[src/rtl/button_conditioner_pkg.sv]
// Shared definitions for the push-button conditioner: per-channel debounce
// state encoding and the counter-width helper used to size all counters.
package button_conditioner_pkg;

  typedef enum logic [1:0] {
    RELEASED     = 2'd0,
    PRESS_PEND   = 2'd1,
    PRESSED      = 2'd2,
    RELEASE_PEND = 2'd3
  } btn_state_t;

  // Width able to hold the largest of the three count limits without wrapping.
  function automatic int count_width(input int a, input int b, input int c);
    int m;
    m = a;
    if (b > m) m = b;
    if (c > m) m = c;
    return (m < 1) ? 1 : $clog2(m + 1);
  endfunction

endpackage

[src/rtl/button_conditioner_if.sv]
// Button bundle between the board pins and the button consumers.
// The conditioner takes the slave view; whoever drives the pins and
// consumes the events takes the master view.
interface button_conditioner_if #(
  parameter int NUM_BTN = 2
);

  logic [NUM_BTN-1:0] btn_raw;
  logic [NUM_BTN-1:0] btn_level;
  logic [NUM_BTN-1:0] btn_press;
  logic [NUM_BTN-1:0] btn_release;
  logic [NUM_BTN-1:0] btn_repeat;

  modport master (
    output btn_raw,
    input  btn_level, btn_press, btn_release, btn_repeat
  );

  modport slave (
    input  btn_raw,
    output btn_level, btn_press, btn_release, btn_repeat
  );

endinterface

[src/rtl/button_conditioner_debounce_channel.sv]
// One button channel: 2-flop synchronizer, debounce FSM with consecutive
// sample counter, registered level/press/release outputs and an auto-repeat
// pulse generator active only while the debounced button sits in PRESSED.
module debounce_channel
  import button_conditioner_pkg::*;
#(
  parameter int DEBOUNCE_CYCLES = 500000,
  parameter int ACTIVE_LOW      = 1,
  parameter int REPEAT_DELAY    = 0,
  parameter int REPEAT_PERIOD   = 0
) (
  input  logic clk,
  input  logic reset,
  input  logic raw,
  output logic level,
  output logic press_pulse,
  output logic release_pulse,
  output logic repeat_pulse
);

  localparam int            CW         = count_width(DEBOUNCE_CYCLES, REPEAT_DELAY, REPEAT_PERIOD);
  localparam logic [CW-1:0] DEB_LAST   = CW'(DEBOUNCE_CYCLES);
  localparam logic [CW-1:0] RPT_DELAY  = CW'(REPEAT_DELAY);
  localparam logic [CW-1:0] RPT_PERIOD = CW'(REPEAT_PERIOD);
  localparam logic [CW-1:0] ONE        = CW'(1);
  localparam logic          IDLE_PIN   = (ACTIVE_LOW != 0);

  logic          s1, s2, p;
  btn_state_t    state_q, state_d;
  logic [CW-1:0] cnt_q, cnt_d, cnt_inc;
  logic [CW-1:0] rcnt_q, rcnt_d, rcnt_inc;
  logic [CW-1:0] pcnt_q, pcnt_d, pcnt_inc;
  logic          level_d, press_d, release_d, repeat_d;

  // Pressed-sense of the synchronized pin: idle level maps to 0.
  assign p        = s2 ^ IDLE_PIN;
  assign cnt_inc  = cnt_q + ONE;
  assign rcnt_inc = rcnt_q + ONE;
  assign pcnt_inc = pcnt_q + ONE;

  // Next-state, counter and output decode for the debounce/repeat FSM.
  always_comb begin
    // NOTE: every target gets a default first so no path leaves it unassigned (no latches).
    state_d   = state_q;
    cnt_d     = cnt_q;
    rcnt_d    = rcnt_q;
    pcnt_d    = pcnt_q;
    level_d   = level;
    press_d   = 1'b0;
    release_d = 1'b0;
    repeat_d  = 1'b0;
    unique case (state_q)
      RELEASED: begin
        if (p) begin
          if (DEBOUNCE_CYCLES == 1) begin
            state_d = PRESSED;
            level_d = 1'b1;
            press_d = 1'b1;
            rcnt_d  = '0;
            pcnt_d  = '0;
          end else begin
            state_d = PRESS_PEND;
            cnt_d   = ONE;
          end
        end
      end
      PRESS_PEND: begin
        if (!p) begin
          state_d = RELEASED;
          cnt_d   = '0;
        end else if (cnt_inc == DEB_LAST) begin
          state_d = PRESSED;
          cnt_d   = '0;
          level_d = 1'b1;
          press_d = 1'b1;
          rcnt_d  = '0;
          pcnt_d  = '0;
        end else begin
          cnt_d = cnt_inc;
        end
      end
      PRESSED: begin
        if (!p) begin
          rcnt_d = '0;
          pcnt_d = '0;
          if (DEBOUNCE_CYCLES == 1) begin
            state_d   = RELEASED;
            level_d   = 1'b0;
            release_d = 1'b1;
          end else begin
            state_d = RELEASE_PEND;
            cnt_d   = ONE;
          end
        end else if (REPEAT_DELAY != 0) begin
          // rcnt climbs to the initial delay and then holds; pcnt paces later pulses.
          if (rcnt_q != RPT_DELAY) begin
            rcnt_d   = rcnt_inc;
            repeat_d = (rcnt_inc == RPT_DELAY);
          end else if (REPEAT_PERIOD != 0) begin
            if (pcnt_inc == RPT_PERIOD) begin
              repeat_d = 1'b1;
              pcnt_d   = '0;
            end else begin
              pcnt_d = pcnt_inc;
            end
          end
        end
      end
      RELEASE_PEND: begin
        if (p) begin
          // Bounce back: no pulse, repeat timing starts over from zero.
          state_d = PRESSED;
          cnt_d   = '0;
          rcnt_d  = '0;
          pcnt_d  = '0;
        end else if (cnt_inc == DEB_LAST) begin
          state_d   = RELEASED;
          cnt_d     = '0;
          level_d   = 1'b0;
          release_d = 1'b1;
        end else begin
          cnt_d = cnt_inc;
        end
      end
      default: state_d = RELEASED;
    endcase
  end

  // Synchronizer, FSM state, counters and registered outputs; reset dominates.
  always_ff @(posedge clk) begin
    // NOTE: non-blocking assignments so every flop samples pre-edge values.
    if (reset) begin
      s1            <= IDLE_PIN;
      s2            <= IDLE_PIN;
      state_q       <= RELEASED;
      cnt_q         <= '0;
      rcnt_q        <= '0;
      pcnt_q        <= '0;
      level         <= 1'b0;
      press_pulse   <= 1'b0;
      release_pulse <= 1'b0;
      repeat_pulse  <= 1'b0;
    end else begin
      s1            <= raw;
      s2            <= s1;
      state_q       <= state_d;
      cnt_q         <= cnt_d;
      rcnt_q        <= rcnt_d;
      pcnt_q        <= pcnt_d;
      level         <= level_d;
      press_pulse   <= press_d;
      release_pulse <= release_d;
      repeat_pulse  <= repeat_d;
    end
  end

endmodule

[src/rtl/button_conditioner.sv]
// Push-button front end: NUM_BTN independent debounce channels whose
// outputs are gathered onto the button interface bit by bit.
module button_conditioner #(
  parameter int NUM_BTN         = 2,
  parameter int DEBOUNCE_CYCLES = 500000,
  parameter int ACTIVE_LOW      = 1,
  parameter int REPEAT_DELAY    = 0,
  parameter int REPEAT_PERIOD   = 0
) (
  input logic                 clk,
  input logic                 reset,
  button_conditioner_if.slave bus
);

  for (genvar g = 0; g < NUM_BTN; g++) begin : g_chan
    debounce_channel #(
      .DEBOUNCE_CYCLES(DEBOUNCE_CYCLES),
      .ACTIVE_LOW     (ACTIVE_LOW),
      .REPEAT_DELAY   (REPEAT_DELAY),
      .REPEAT_PERIOD  (REPEAT_PERIOD)
    ) u_chan (
      .clk          (clk),
      .reset        (reset),
      .raw          (bus.btn_raw[g]),
      .level        (bus.btn_level[g]),
      .press_pulse  (bus.btn_press[g]),
      .release_pulse(bus.btn_release[g]),
      .repeat_pulse (bus.btn_repeat[g])
    );
  end

endmodule

[src/flat_wrapper.sv]
// flat-port wrapper written by rule: the top's interface ports become plain ports
module button_conditioner_flat 
#(
  parameter int NUM_BTN         = 2,
  parameter int DEBOUNCE_CYCLES = 500000,
  parameter int ACTIVE_LOW      = 1,
  parameter int REPEAT_DELAY    = 0,
  parameter int REPEAT_PERIOD   = 0
)
  (clk, reset, bus_btn_raw, bus_btn_level, bus_btn_press, bus_btn_release, bus_btn_repeat);
  button_conditioner_if #(.NUM_BTN(NUM_BTN)) bus_i ();
  input logic clk;
  input logic reset;
  input wire logic [$bits(bus_i.btn_raw)-1:0] bus_btn_raw;
  output wire logic [$bits(bus_i.btn_level)-1:0] bus_btn_level;
  output wire logic [$bits(bus_i.btn_press)-1:0] bus_btn_press;
  output wire logic [$bits(bus_i.btn_release)-1:0] bus_btn_release;
  output wire logic [$bits(bus_i.btn_repeat)-1:0] bus_btn_repeat;
  assign bus_i.btn_raw = bus_btn_raw;
  assign bus_btn_level = bus_i.btn_level;
  assign bus_btn_press = bus_i.btn_press;
  assign bus_btn_release = bus_i.btn_release;
  assign bus_btn_repeat = bus_i.btn_repeat;
  button_conditioner #(.NUM_BTN(NUM_BTN), .DEBOUNCE_CYCLES(DEBOUNCE_CYCLES), .ACTIVE_LOW(ACTIVE_LOW), .REPEAT_DELAY(REPEAT_DELAY), .REPEAT_PERIOD(REPEAT_PERIOD)) u_core (.clk(clk), .reset(reset), .bus(bus_i));
endmodule
[config.mk]
export PLATFORM = sky130hd
export DESIGN_NAME = button_conditioner_flat
export DESIGN_NICKNAME = d
export VERILOG_FILES = /design/src/rtl/button_conditioner_pkg.sv /design/src/rtl/button_conditioner_if.sv /design/src/rtl/button_conditioner_debounce_channel.sv /design/src/rtl/button_conditioner.sv /design/src/flat_wrapper.sv
export SDC_FILE = /design/constraint.sdc
export NUM_CORES = 1
export LEC_CHECK = 0
export CORE_ASPECT_RATIO = 0.6
export CORE_UTILIZATION = 50
export CTS_CLUSTER_DIAMETER = 200
export CTS_CLUSTER_SIZE = 12
export DETAILED_ROUTE_END_ITERATION = 6
export GPL_TIMING_DRIVEN = 0
export PLACE_DENSITY = 0.7
export SKIP_LAST_GASP = 1
export SLEW_MARGIN = 25
export SYNTH_ARGS = -nofsm -noshare
export SYNTH_HDL_FRONTEND = slang
export SYNTH_SLANG_ARGS = --single-unit
[constraint.sdc]
create_clock -name clk -period 2.7 [get_ports clk]
set_input_delay 0.27 -clock clk [delete_from_list [all_inputs] [get_ports clk]]
set_output_delay 0.27 -clock clk [all_outputs]
set_load 0.1 [all_outputs]
==> results of run 1 <==
[sequential cells by signal (all words and copies together) (netlist names), named ones only]
signal / cells
u_core.g_chan.u_chan.cnt_q: 38
u_core.g_chan.u_chan.s1: 2
u_core.g_chan.u_chan.level: 2
u_core.g_chan.u_chan.release_pulse: 2
u_core.g_chan.u_chan.s2: 2
u_core.g_chan.u_chan.press_pulse: 2
u_core.g_chan.u_chan.state_q: 2
[worst register-to-register path, stage by stage, from the launching register on]
cell	delay, ns
dfxtp_4	0.41
ha_4	0.18
nand3_4	0.10
or3_4	0.44
nor4_4	0.30
o21ai_2	0.09
or4_4	0.54
or3_1	0.33
a31oi_1	0.12
[final timing paths]
check / startpoint / end / cells past startpoint
worst max-delay path: u_core.g_chan[0].u_chan.cnt_q[0]$_SDFFE_PP0P_ / u_core.g_chan[0].u_chan.level$_SDFFE_PP0P_ / 8
worst min-delay path: reset / u_core.g_chan[1].u_chan.s1$_SDFF_PP1_ / 2
worst max register to register: u_core.g_chan[0].u_chan.cnt_q[0]$_SDFFE_PP0P_ / u_core.g_chan[0].u_chan.level$_SDFFE_PP0P_ / 8
worst min register to register: u_core.g_chan[1].u_chan.s1$_SDFF_PP1_ / u_core.g_chan[1].u_chan.s2$_SDFF_PP1_ / 1
[Yosys cell counts (3+ instances only)]
library cell and instances:
buf_6 3, xnor2_1 14, nor2_1 34, o22ai_1 4
a31oi_1 12, nor3_1 16, or3_1 10, buf_2 10
clkbuf_2 4, a21oi_1 14, and3_1 5, or2_2 8
o31ai_1 3, nand4_1 15, o311ai_0 6, nor4_1 7
mux2i_1 7, o21ai_0 15, buf_4 9, nand2_1 40
xor2_1 6, dfxtp_1 52, nand3_1 26, clkbuf_1 10
inv_1 17
[power by group through the flow]
| stage | registers [uW] | logic, uW | clock network, uW |
|---|---|---|---|
| after floorplan | 797 | 83.9 | 0 |
| after global placement | 799 | 106 | 0 |
| after detailed placement | 799 | 107 | 0 |
| after CTS | 780 | 107 | 643 |
| after global routing | 782 | 117 | 673 |
| final | 781 | 109 | 632 |
[metrics by stage]
stage / setup TNS (ns) / hold slack, ns
6_report: 0 / 0.216
3_3_place_gp: -5.43 / 0.395
2_1_floorplan: 0 / 0.374
4_1_cts: 0 / 0.211
3_5_place_dp: -5.75 / 0.407
5_1_grt: -0.0195 / 0.213
[what timing repair did]
item	CTS	global route
buffers inserted	2	8
setup endpoints to repair	40	30
resized for setup	25	10
pin swaps	2	12
endpoints found under the hold margin	0	0
hold buffers	0	0
[cell families after synthesis]
kind of cell | share of synthesized area
AO/OA/AOI/OAI | 0.148
XOR/XNOR | 0.0559
adder cells (fa/ha/maj) | 0.00798
buffers and inverters | 0.102
flip-flops | 0.332
multiplexers | 0.0259
other | 0.00120
AND/OR/NAND/NOR | 0.328
[per-layer routing]
| layer | up-vias | wire length, um | global-route usage |
|---|---|---|---|
| met2 | 144 | 2890 | 0.309 |
| met1 | 1401 | 4060 | 0.409 |
| met3 | 9 | 781 | 0.0580 |
| met4 | 0 | 67 | 0.0482 |
| met5 | - | 0 | 0 |
| li1 | 1447 | - | - |
[cell type report]
type	instances	area, um2
fillers	511	2140
multi-input cells	290	1900
flip-flops and latches	52	1050
plain buffers	35	268
repair buffers	18	155
well taps	80	100
clock buffers	5	68.8
inverters	17	63.8
clock inverters	2	60.1
==> metrics.md, run 1 <==
| Metric | Value |
|---|---|
| GRT overflow | `0` |
| Peak supply drop | `217 uV` |
| Netlist Area Pre-Place | `3140 um2` |
| Reg2reg setup slack | `0.12 ns` |
| Worst-Skew Late Latency | `0.31 ns` |
| Top-Level Pins | `12` |
| Total power | `1520 uW` |
| Leak | `0.00122 uW` |
| Max-slew violation count | `0` |
| Largest net degree at the start of global routing | `16` |
| Routed WL | `7.80 mm` |
| Critical-path top delay cell | `or4_4` |
| Avg Cell Area, Syn | `7.92 um2` |
| CP Class | `flop to flop` |
| First-pass GRT wire length | `12.9 mm` |
| Final period util | `0.954` |
| Max_cap viols | `0` |
| Worst Hold Class | `input port to flop` |
| Row count | `21` |
| DRC errors left | `0` |
| Synth area leaders | `dfxtp_1, nand2_1, nand3_1, nor2_1, xnor2_1` |
| Area leader, netlist | `dfxtp_1` |
| Setup violations, final | `0` |
| Cells after Synth | `396` |
| Detail Route Antenna Nets | `0` |
| Fin crit period | `2.58 ns` |
| Crit end category | `flop` |
| Psw | `347 uW` |
| Die height | `63.3 um` |
| Crit start category | `flop` |
| Seq pwr share | `0.513` |
| CTS tree | `done` |
| Nets | `425` |
| Clk buf depth | `2` |
| Worst setup margin | `0.125 ns` |
| Fin util | `0.632` |
| Slew margin rel. | `0.339` |
| CP max stage delay | `0.54 ns` |
| Switching share of power | `0.228` |
| Total Routing Usage GR | `0.248` |
| RSZ-0062 raised after global routing | `yes` |
| EDFF count, synth | `0` |
| Delay-heaviest family, CP | `simple AND/OR/NAND/NOR gates` |
| Top-area cell type share of the netlist area | `0.332` |
| ANT cells | `0` |
| Design Area, Final | `3670 um2` |
| Area growth syn-to-layout | `17.0%` |
| Clk slew on worst S/H paths | `0.10 ns` |
| Synth async-reset ratio | `0` |
| WP data required | `2.94 ns` |
| Share of cells above drive strength 1 | `0.200` |
| Most frequent cells in the layout | `dfxtp_1, nand2_1, nor2_1, nand3_1, buf_4` |
| Most common cell after layout, fill and taps aside | `dfxtp_1` |
| GPL Wtd Cong | `0.900` |
| Sequential share of the synthesized area | `0.332` |
| Worst-path fanout max | `7` |
| Hpwl dp | `5.66 mm` |
| Initial antenna violation count | `0` |
| Gate power share | `0.071` |
| Core footprint | `5810 um2` |
| Wire per inst | `15.6 um` |
| Worst path arrival time | `2.82 ns` |
| Status | `finished clean` |
| Register bit total from synthesis | `52` |
| DR vias/cell | `6.01` |
| DIE WIDTH | `104 um` |
| Final hold violations | `0` |
| Dominant synthesized flop cell | `dfxtp_1` |
| Critical-path cell list | `ha_4 -> nand3_4 -> or3_4 -> nor4_4 -> o21ai_2 -> or4_4 -> or3_1 -> a31oi_1` |
| Clock root buffer | `clkbuf_8` |
| CTS Buf Count | `5` |
| P per Cell Area | `414 nW/um2` |
| DRT iter0 DRCs | `336` |
| Via count | `3001` |
| Slew at the pin closest to its max-slew limit | `0.985 ns` |
| Buf/Inv on CP | `0` |
| First-pass DRT Iterations | `5` |
| Finished Layout Cells | `499` |
| Clk pwr share | `0.415` |
| Distinct cells, synth | `60` |
| Setup slack at placement | `-0.413 ns` |
| Clk sinks | `52` |
| P_int | `1170 uW` |
| Initial Util | `0.540` |
| Vias in the first global route | `2543` |
| H-tree depth | `2` |
| Port bufs | `8` |
| Area post-placement | `3330 um2` |
| Clock skew | `0.00585 ns` |
| Synth Warn # | `0` |
| Cells after DPL | `485` |
| Fmax | `388 MHz` |
| Die area | `6600 um2` |
Power figures use the tool's default switching activity.
==> run 2, diff against run 1 <==
--- a/config.mk
+++ b/config.mk
@@ -6,6 +6,7 @@
 export NUM_CORES = 1
 export LEC_CHECK = 0
 export CORE_ASPECT_RATIO = 0.6
+export CORE_MARGIN = 3
 export CORE_UTILIZATION = 50
 export CTS_CLUSTER_DIAMETER = 200
 export CTS_CLUSTER_SIZE = 12
==> run 2 against run 1 <==
Against the previous run: routed wire length increased by 4.8%; sequential cell count did not move; clock skew shrank 0.00099 ns; critical path type unchanged.
==> metrics.md, run 2 (synthesized netlist as in run 1, its figures left out) <==
| Metric | Value |
|---|---|
| Worst-Skew Late Latency | `0.31 ns (about the same)` |
| RSZ-0062 raised after global routing | `yes (unchanged)` |
| Largest net degree at the start of global routing | `17 (was 16)` |
| DRC errors left | `0 (unchanged)` |
| Most frequent cells in the layout | `dfxtp_1, nand2_1, nor2_1, buf_4, nand3_1 (was dfxtp_1, nand2_1, nor2_1, nand3_1, buf_4)` |
| Nets | `433 (was 425)` |
| Fin crit period | `2.66 ns (was 2.58 ns)` |
| Hold_ws | `0.217 ns (was 0.216 ns)` |
| Total power | `1360 uW (was 1520 uW)` |
| Status | `finished clean (unchanged)` |
| Worst path arrival time | `2.90 ns (was 2.82 ns)` |
| CTS Hold Bufs | `0 (unchanged)` |
| GPL Wtd Cong | `0.902 (was 0.900)` |
| Total Routing Usage GR | `0.231 (was 0.248)` |
| Max reg flops | `38 (unchanged)` |
| Fmax | `377 MHz (was 388 MHz)` |
| P per Cell Area | `366 nW/um2 (was 414 nW/um2)` |
| Row count | `21 (unchanged)` |
| Hpwl dp | `5.71 mm (was 5.66 mm)` |
| Crit start category | `flop (unchanged)` |
| Critical-path cell list | `clkbuf_4 -> and4_4 -> or2b_2 -> mux2_2 -> nand3_1 -> or4_4 -> buf_6 -> or3_1 -> a31oi_1 (was ha_4 -> nand3_4 -> or3_4 -> nor4_4 -> o21ai_2 -> or4_4 -> or3_1 -> a31oi_1)` |
| Setup violations, final | `0 (unchanged)` |
| Top-Level Pins | `12 (unchanged)` |
| Routed WL | `8.17 mm (was 7.80 mm)` |
| Max_cap viols | `0 (unchanged)` |
| Share of cells above drive strength 1 | `0.222 (was 0.200)` |
| First-pass GRT wire length | `13.2 mm (was 12.9 mm)` |
| Worst-path fanout max | `7 (unchanged)` |
| CTS tree | `done (unchanged)` |
| First-pass DRT Iterations | `6 (was 5)` |
| Via count | `3002 (was 3001)` |
| DRT iter0 DRCs | `348 (was 336)` |
| Clk slew on worst S/H paths | `0.10 ns (about the same)` |
| Slew margin rel. | `0.357 (was 0.339)` |
| Design Area, Final | `3710 um2 (was 3670 um2)` |
| Worst Hold Class | `input port to flop (unchanged)` |
| Wire per inst | `16.1 um (was 15.6 um)` |
| Final period util | `0.983 (was 0.954)` |
| CTS Buf Count | `5 (unchanged)` |
| DR vias/cell | `5.91 (was 6.01)` |
| DIE WIDTH | `108 um (was 104 um)` |
| Max-slew violation count | `0 (unchanged)` |
| Setup_tns | `0 ns (unchanged)` |
| Slew at the pin closest to its max-slew limit | `0.962 ns (was 0.985 ns)` |
| CP Class | `flop to flop (unchanged)` |
| Die height | `67.3 um (was 63.3 um)` |
| Initial Util | `0.540 (unchanged)` |
| Final hold violations | `0 (unchanged)` |
| Clk buf depth | `2 (unchanged)` |
| ANT cells | `0 (unchanged)` |
| Die area | `7290 um2 (was 6600 um2)` |
| CP max stage delay | `0.54 ns (about the same)` |
| Detail Route Antenna Nets | `0 (unchanged)` |
| GRT overflow | `0 (unchanged)` |
| Clock skew | `0.00486 ns (was 0.00585 ns)` |
| Crit end category | `flop (unchanged)` |
| Area post-placement | `3330 um2 (unchanged)` |
| Port bufs | `8 (unchanged)` |
| Clock root buffer | `clkbuf_8 (unchanged)` |
| Initial antenna violation count | `0 (unchanged)` |
| Vias in the first global route | `2642 (was 2543)` |
| Leak | `0.00124 uW (was 0.00122 uW)` |
| Reg with most FFs | `u_core.g_chan.u_chan.cnt_q (unchanged)` |
| Most common cell after layout, fill and taps aside | `dfxtp_1 (unchanged)` |
| Clk sinks | `52 (unchanged)` |
| Critical-path top delay cell | `or4_4 (unchanged)` |
| Area growth syn-to-layout | `18.4% (was 17.0%)` |
| Core footprint | `5810 um2 (unchanged)` |
| H-tree depth | `2 (unchanged)` |
| Peak supply drop | `310 uV (was 217 uV)` |
| WP data required | `2.94 ns (about the same)` |
| Fill cell count | `493 (was 511)` |
-- run 2: worst max-delay path: cells and delay by family (launching register included) --
family	cells	cell delay, ns
AOI/OAI and AO/OA	1	0.12
buffers and inverters	2	0.32
DFF	1	0.32
muxes	1	0.26
and+or+nand+nor	5	1.56
-- run 2: cell type report --
cell class              count  area (um2)  share of cell area
plain buffers              37         273              0.0735
inverters                  17        63.8              0.0172
multi-input cells         290        1940               0.522
well taps                  80         100              0.0270
repair buffers             24         200              0.0539
clock buffers               6        72.6              0.0196
flip-flops and latches     52        1050               0.283
clock inverters             2        16.3             0.00438
-- run 2: per-layer routing --
| metal | track usage | share of wire | vias up |
|---|---|---|---|
| met4 | 0.0504 | 0.0051 | 0 |
| met3 | 0.0554 | 0.095 | 8 |
| met2 | 0.299 | 0.38 | 128 |
| li1 | - | - | 1466 |
| met1 | 0.372 | 0.52 | 1400 |
| met5 | 0 | 0 | - |
-- run 2: what timing repair did --
action	4_1_cts	5_1_grt
pin swaps	3	13
resized for setup	22	15
setup buffers	1	15
setup endpoints to repair	40	30
-- run 2: power breakdown --
group	total (uW)	internal [uW]	leakage (uW)	switching, uW
clock	463	185	0.0000414	278
combinational	114	37.7	0.000775	76.7
sequential	780	773	0.000422	7.10
-- run 2: worst paths after layout --
path / start / endpoint / slack [ns] / cells past startpoint
max: u_core.g_chan[0].u_chan.cnt_q[2]$_SDFFE_PP0P_ / u_core.g_chan[0].u_chan.level$_SDFFE_PP0P_ / 0.04 / 9
min: reset / u_core.g_chan[1].u_chan.s1$_SDFF_PP1_ / 0.22 / 2
max reg2reg: u_core.g_chan[0].u_chan.cnt_q[2]$_SDFFE_PP0P_ / u_core.g_chan[0].u_chan.level$_SDFFE_PP0P_ / 0.04 / 9
min reg2reg: u_core.g_chan[1].u_chan.s1$_SDFF_PP1_ / u_core.g_chan[1].u_chan.s2$_SDFF_PP1_ / 0.42 / 1
-- run 2: per-stage QoR --
step,worst slack (ns),utilization,cells
2_1_floorplan,0.0642,-,397
3_3_place_gp,-0.369,0.573,485
3_5_place_dp,-0.375,0.573,485
4_1_cts,-0.00615,0.606,493
5_1_grt,-0.0607,0.639,508
6_report,0.0447,0.639,508
==> run 3, diff against run 2 <==
--- a/config.mk
+++ b/config.mk
@@ -11,10 +11,12 @@
 export CTS_CLUSTER_DIAMETER = 200
 export CTS_CLUSTER_SIZE = 12
 export DETAILED_ROUTE_END_ITERATION = 6
+export DONT_BUFFER_PORTS = 1
 export GPL_TIMING_DRIVEN = 0
-export PLACE_DENSITY = 0.7
+export PLACE_DENSITY_LB_ADDON = 0.12
 export SKIP_LAST_GASP = 1
 export SLEW_MARGIN = 25
 export SYNTH_ARGS = -nofsm -noshare
 export SYNTH_HDL_FRONTEND = slang
+export SYNTH_HIERARCHICAL = 1
 export SYNTH_SLANG_ARGS = --single-unit
==> run 3 against run 2 <==
Against the previous run: routed wire length is 0.77% lower; non-clock buffer count is 23 lower; worst hold slack worse by 0.15 ns; sequential cell count unchanged; setup slack better by 0.00053 ns; synthesized cell count shrank 5.6%; area after synthesis is 1.6% lower; cell count decreased by 7.9%; largest power group unchanged.
==> metrics.md, run 3 <==
| Metric | Value |
|---|---|
| Share of cells above drive strength 1 | `0.245 (was 0.222)` |
| Worst-path fanout max | `9 (was 7)` |
| Leak | `0.00120 uW (was 0.00124 uW)` |
| Area post-placement | `3180 um2 (was 3330 um2)` |
| DIE WIDTH | `107 um (was 108 um)` |
| Clk sinks | `52 (unchanged)` |
| GRT overflow | `0 (unchanged)` |
| Setup_tns | `0 ns (unchanged)` |
| Netlist Area Pre-Place | `3080 um2 (was 3140 um2)` |
| Via count | `2916 (was 3002)` |
| Design Area, Final | `3550 um2 (was 3710 um2)` |
| Most frequent cell after synthesis | `dfxtp_1 (unchanged)` |
| CP max stage delay | `0.38 ns (was 0.54 ns)` |
| Clock skew | `0.00279 ns (was 0.00486 ns)` |
| Avg Cell Area, Syn | `8.25 um2 (was 7.92 um2)` |
| Worst setup margin | `0.0452 ns (was 0.0447 ns)` |
| Clk slew on worst S/H paths | `0.09 ns (was 0.10 ns)` |
| Fmax | `377 MHz (about the same)` |
| Vias in the first global route | `2449 (was 2642)` |
| Largest net degree at the start of global routing | `15 (was 17)` |
| Fin crit period | `2.65 ns (was 2.66 ns)` |
| Total Routing Usage GR | `0.221 (was 0.231)` |
| Area leader, netlist | `dfxtp_1 (unchanged)` |
| Wire per inst | `17.3 um (was 16.1 um)` |
| Max_cap viols | `0 (unchanged)` |
| Delay-heaviest family, CP | `simple AND/OR/NAND/NOR gates (unchanged)` |
| Max reg flops | `38 (unchanged)` |
| Most common cell after layout, fill and taps aside | `nand2_1 (was dfxtp_1)` |
| Synth Warn # | `6 (was 0)` |
| Clock root buffer | `clkbuf_8 (unchanged)` |
| Die height | `66.8 um (was 67.3 um)` |
| Sequential share of the synthesized area | `0.338 (was 0.332)` |
| Final hold violations | `0 (unchanged)` |
| Die area | `7180 um2 (was 7290 um2)` |
| Routed WL | `8.11 mm (was 8.17 mm)` |
| DRC errors left | `0 (unchanged)` |
| Hold_ws | `0.0681 ns (was 0.217 ns)` |
| First-pass GRT wire length | `12.4 mm (was 13.2 mm)` |
| DR vias/cell | `6.23 (was 5.91)` |
| ANT cells | `0 (unchanged)` |
| Initial antenna violation count | `0 (unchanged)` |
| Status | `finished clean (unchanged)` |
| Crit end category | `flop (unchanged)` |
| Critical-path cell list | `buf_2 -> nand4_2 -> nor3_4 -> and4_1 -> o2111ai_2 -> nor4b_4 -> nor3_2 -> a221o_1 (was clkbuf_4 -> and4_4 -> or2b_2 -> mux2_2 -> nand3_1 -> or4_4 -> buf_6 -> or3_1 -> a31oi_1)` |
| GPL Wtd Cong | `0.896 (was 0.902)` |
| Syn Nets | `380` |
| Post-synth top cells | `dfxtp_1, nand2_1, nand3_1, nor3_1, or3_1 (was dfxtp_1, nand2_1, nor2_1, nand3_1, inv_1)` |
| Dominant synthesized flop cell | `dfxtp_1 (unchanged)` |
| Nets | `394 (was 433)` |
| DRT iter0 DRCs | `293 (was 348)` |
| H-tree depth | `2 (unchanged)` |
| Crit start category | `flop (unchanged)` |
| Max-slew violation count | `0 (unchanged)` |
| Setup slack at placement | `-0.122 ns (was -0.375 ns)` |
| Buf/Inv on CP | `1 (was 2)` |
| Hpwl dp | `5.47 mm (was 5.71 mm)` |
| Reg with most FFs | `u_core/g_chan.u_chan/cnt_q (was u_core.g_chan.u_chan.cnt_q)` |
| CTS Hold Bufs | `0 (unchanged)` |
| Synth async-reset ratio | `0 (unchanged)` |
| EDFF count, synth | `0 (unchanged)` |
| Peak supply drop | `387 uV (was 310 uV)` |
| Top-Level Pins | `12 (unchanged)` |
| Synth area leaders | `dfxtp_1, nand2_1, nand3_1, or3_1, nor3_1 (was dfxtp_1, nand2_1, nand3_1, nor2_1, xnor2_1)` |
| Critical-path top delay cell | `and4_1 (was or4_4)` |
| WP data required | `2.89 ns (was 2.94 ns)` |
| CTS tree | `done (unchanged)` |
| CP Class | `flop to flop (unchanged)` |
| Worst path arrival time | `2.85 ns (was 2.90 ns)` |
| Detail Route Antenna Nets | `0 (unchanged)` |
| Cells after Synth | `374 (was 396)` |
| Final period util | `0.983 (about the same)` |
| Distinct cells, synth | `69 (was 60)` |
| Total power | `1270 uW (was 1360 uW)` |
| Top-area cell type share of the netlist area | `0.338 (was 0.332)` |
| RSZ-0062 raised after global routing | `yes (unchanged)` |
| Initial Util | `0.536 (was 0.540)` |
| Setup violations, final | `0 (unchanged)` |
| Clk buf depth | `2 (unchanged)` |
| Slew margin rel. | `0.269 (was 0.357)` |
| CTS Buf Count | `5 (unchanged)` |
| First-pass DRT Iterations | `5 (was 6)` |
| Row count | `21 (unchanged)` |
| Slew at the pin closest to its max-slew limit | `1.09 ns (was 0.962 ns)` |
| Area growth syn-to-layout | `15.2% (was 18.4%)` |
| Port bufs | `0 (was 8)` |
| P per Cell Area | `358 nW/um2 (was 366 nW/um2)` |
| Worst-Skew Late Latency | `0.30 ns (was 0.31 ns)` |
| Fill cell count | `500 (was 493)` |
| Register bit total from synthesis | `52 (unchanged)` |
| Worst Hold Class | `input port to flop (unchanged)` |
| Core footprint | `5750 um2 (was 5810 um2)` |
| Most frequent cells in the layout | `nand2_1, dfxtp_1, nand3_1, buf_4, nor3_1 (was dfxtp_1, nand2_1, nor2_1, buf_4, nand3_1)` |
run 3: cell families (layout without fill, tap and decap cells):
kind of cell | after synthesis | count (layout) | share of synthesized area
AND/OR/NAND/NOR | 195 | 195 | 0.375
flip-flops | 52 | 52 | 0.338
AO/OA/AOI/OAI | 73 | 73 | 0.177
XOR/XNOR | 14 | 14 | 0.0398
multiplexers | 2 | 2 | 0.00649
adder cells (fa/ha/maj) | 2 | 2 | 0.00811
buffers and inverters | 34 | 48 | 0.0535
other | 2 | 2 | 0.00243
run 3: final cells by class:
class                   count  area (um2)  area share
well taps                  80         100      0.0282
flip-flops and latches     52        1060       0.298
clock inverters             1        5.00     0.00141
plain buffers              27         155      0.0437
clock buffers               6        72.6      0.0204
repair buffers             11        80.1      0.0225
inverters                   3        11.3     0.00317
multi-input cells         288        2070       0.583
run 3: routing by layer:
layer	vias to the layer above	track usage	wire length (um)
li1	1418	-	-
met1	1382	0.346	4050
met2	114	0.287	3270
met3	2	0.0697	755
met4	0	0.0394	27
met5	-	0	0
run 3: what timing repair did:
item                                   CTS  global route
pin swaps                                4            12
cloned                                   1             0
endpoints found under the hold margin    0             0
setup endpoints to repair                9            32
buffers inserted                         3             7
gates resized for setup                  8            42
run 3: path summary, 6_finish.rpt:
| check | startpoint | to | slack [ns] | cells past startpoint |
|---|---|---|---|---|
| setup / recovery | u_core/g_chan[0].u_chan/cnt_q[8]$_SDFFE_PP0P_ | u_core/g_chan[0].u_chan/cnt_q[11]$_SDFFE_PP0P_ | 0.05 | 8 |
| hold / removal | bus_btn_raw[0] | u_core/g_chan[0].u_chan/s1$_SDFF_PP1_ | 0.07 | 1 |
| setup reg to reg | u_core/g_chan[0].u_chan/cnt_q[8]$_SDFFE_PP0P_ | u_core/g_chan[0].u_chan/cnt_q[11]$_SDFFE_PP0P_ | 0.05 | 8 |
| hold reg to reg | u_core/g_chan[1].u_chan/s1$_SDFF_PP1_ | u_core/g_chan[1].u_chan/s2$_SDFF_PP1_ | 0.42 | 1 |
run 3: worst reg2reg max path, delay by kind of cell, from the launching register on:
| family | cells | cell delay [ns] |
|---|---|---|
| simple gates | 5 | 1.51 |
| buf+inv | 1 | 0.22 |
| compound gates | 2 | 0.52 |
| flops | 1 | 0.31 |
run 3: where the power goes:
group,switching (uW),internal (uW),total (uW)
clock network,249,177,427
logic,40.8,15.0,55.8
registers,17.9,773,790
run 3: per-stage QoR:
stage,instances,util
after floorplan,374,-
after global placement,454,0.553
after detailed placement,454,0.553
after CTS,464,0.575
after global routing,468,0.617
final,468,0.617
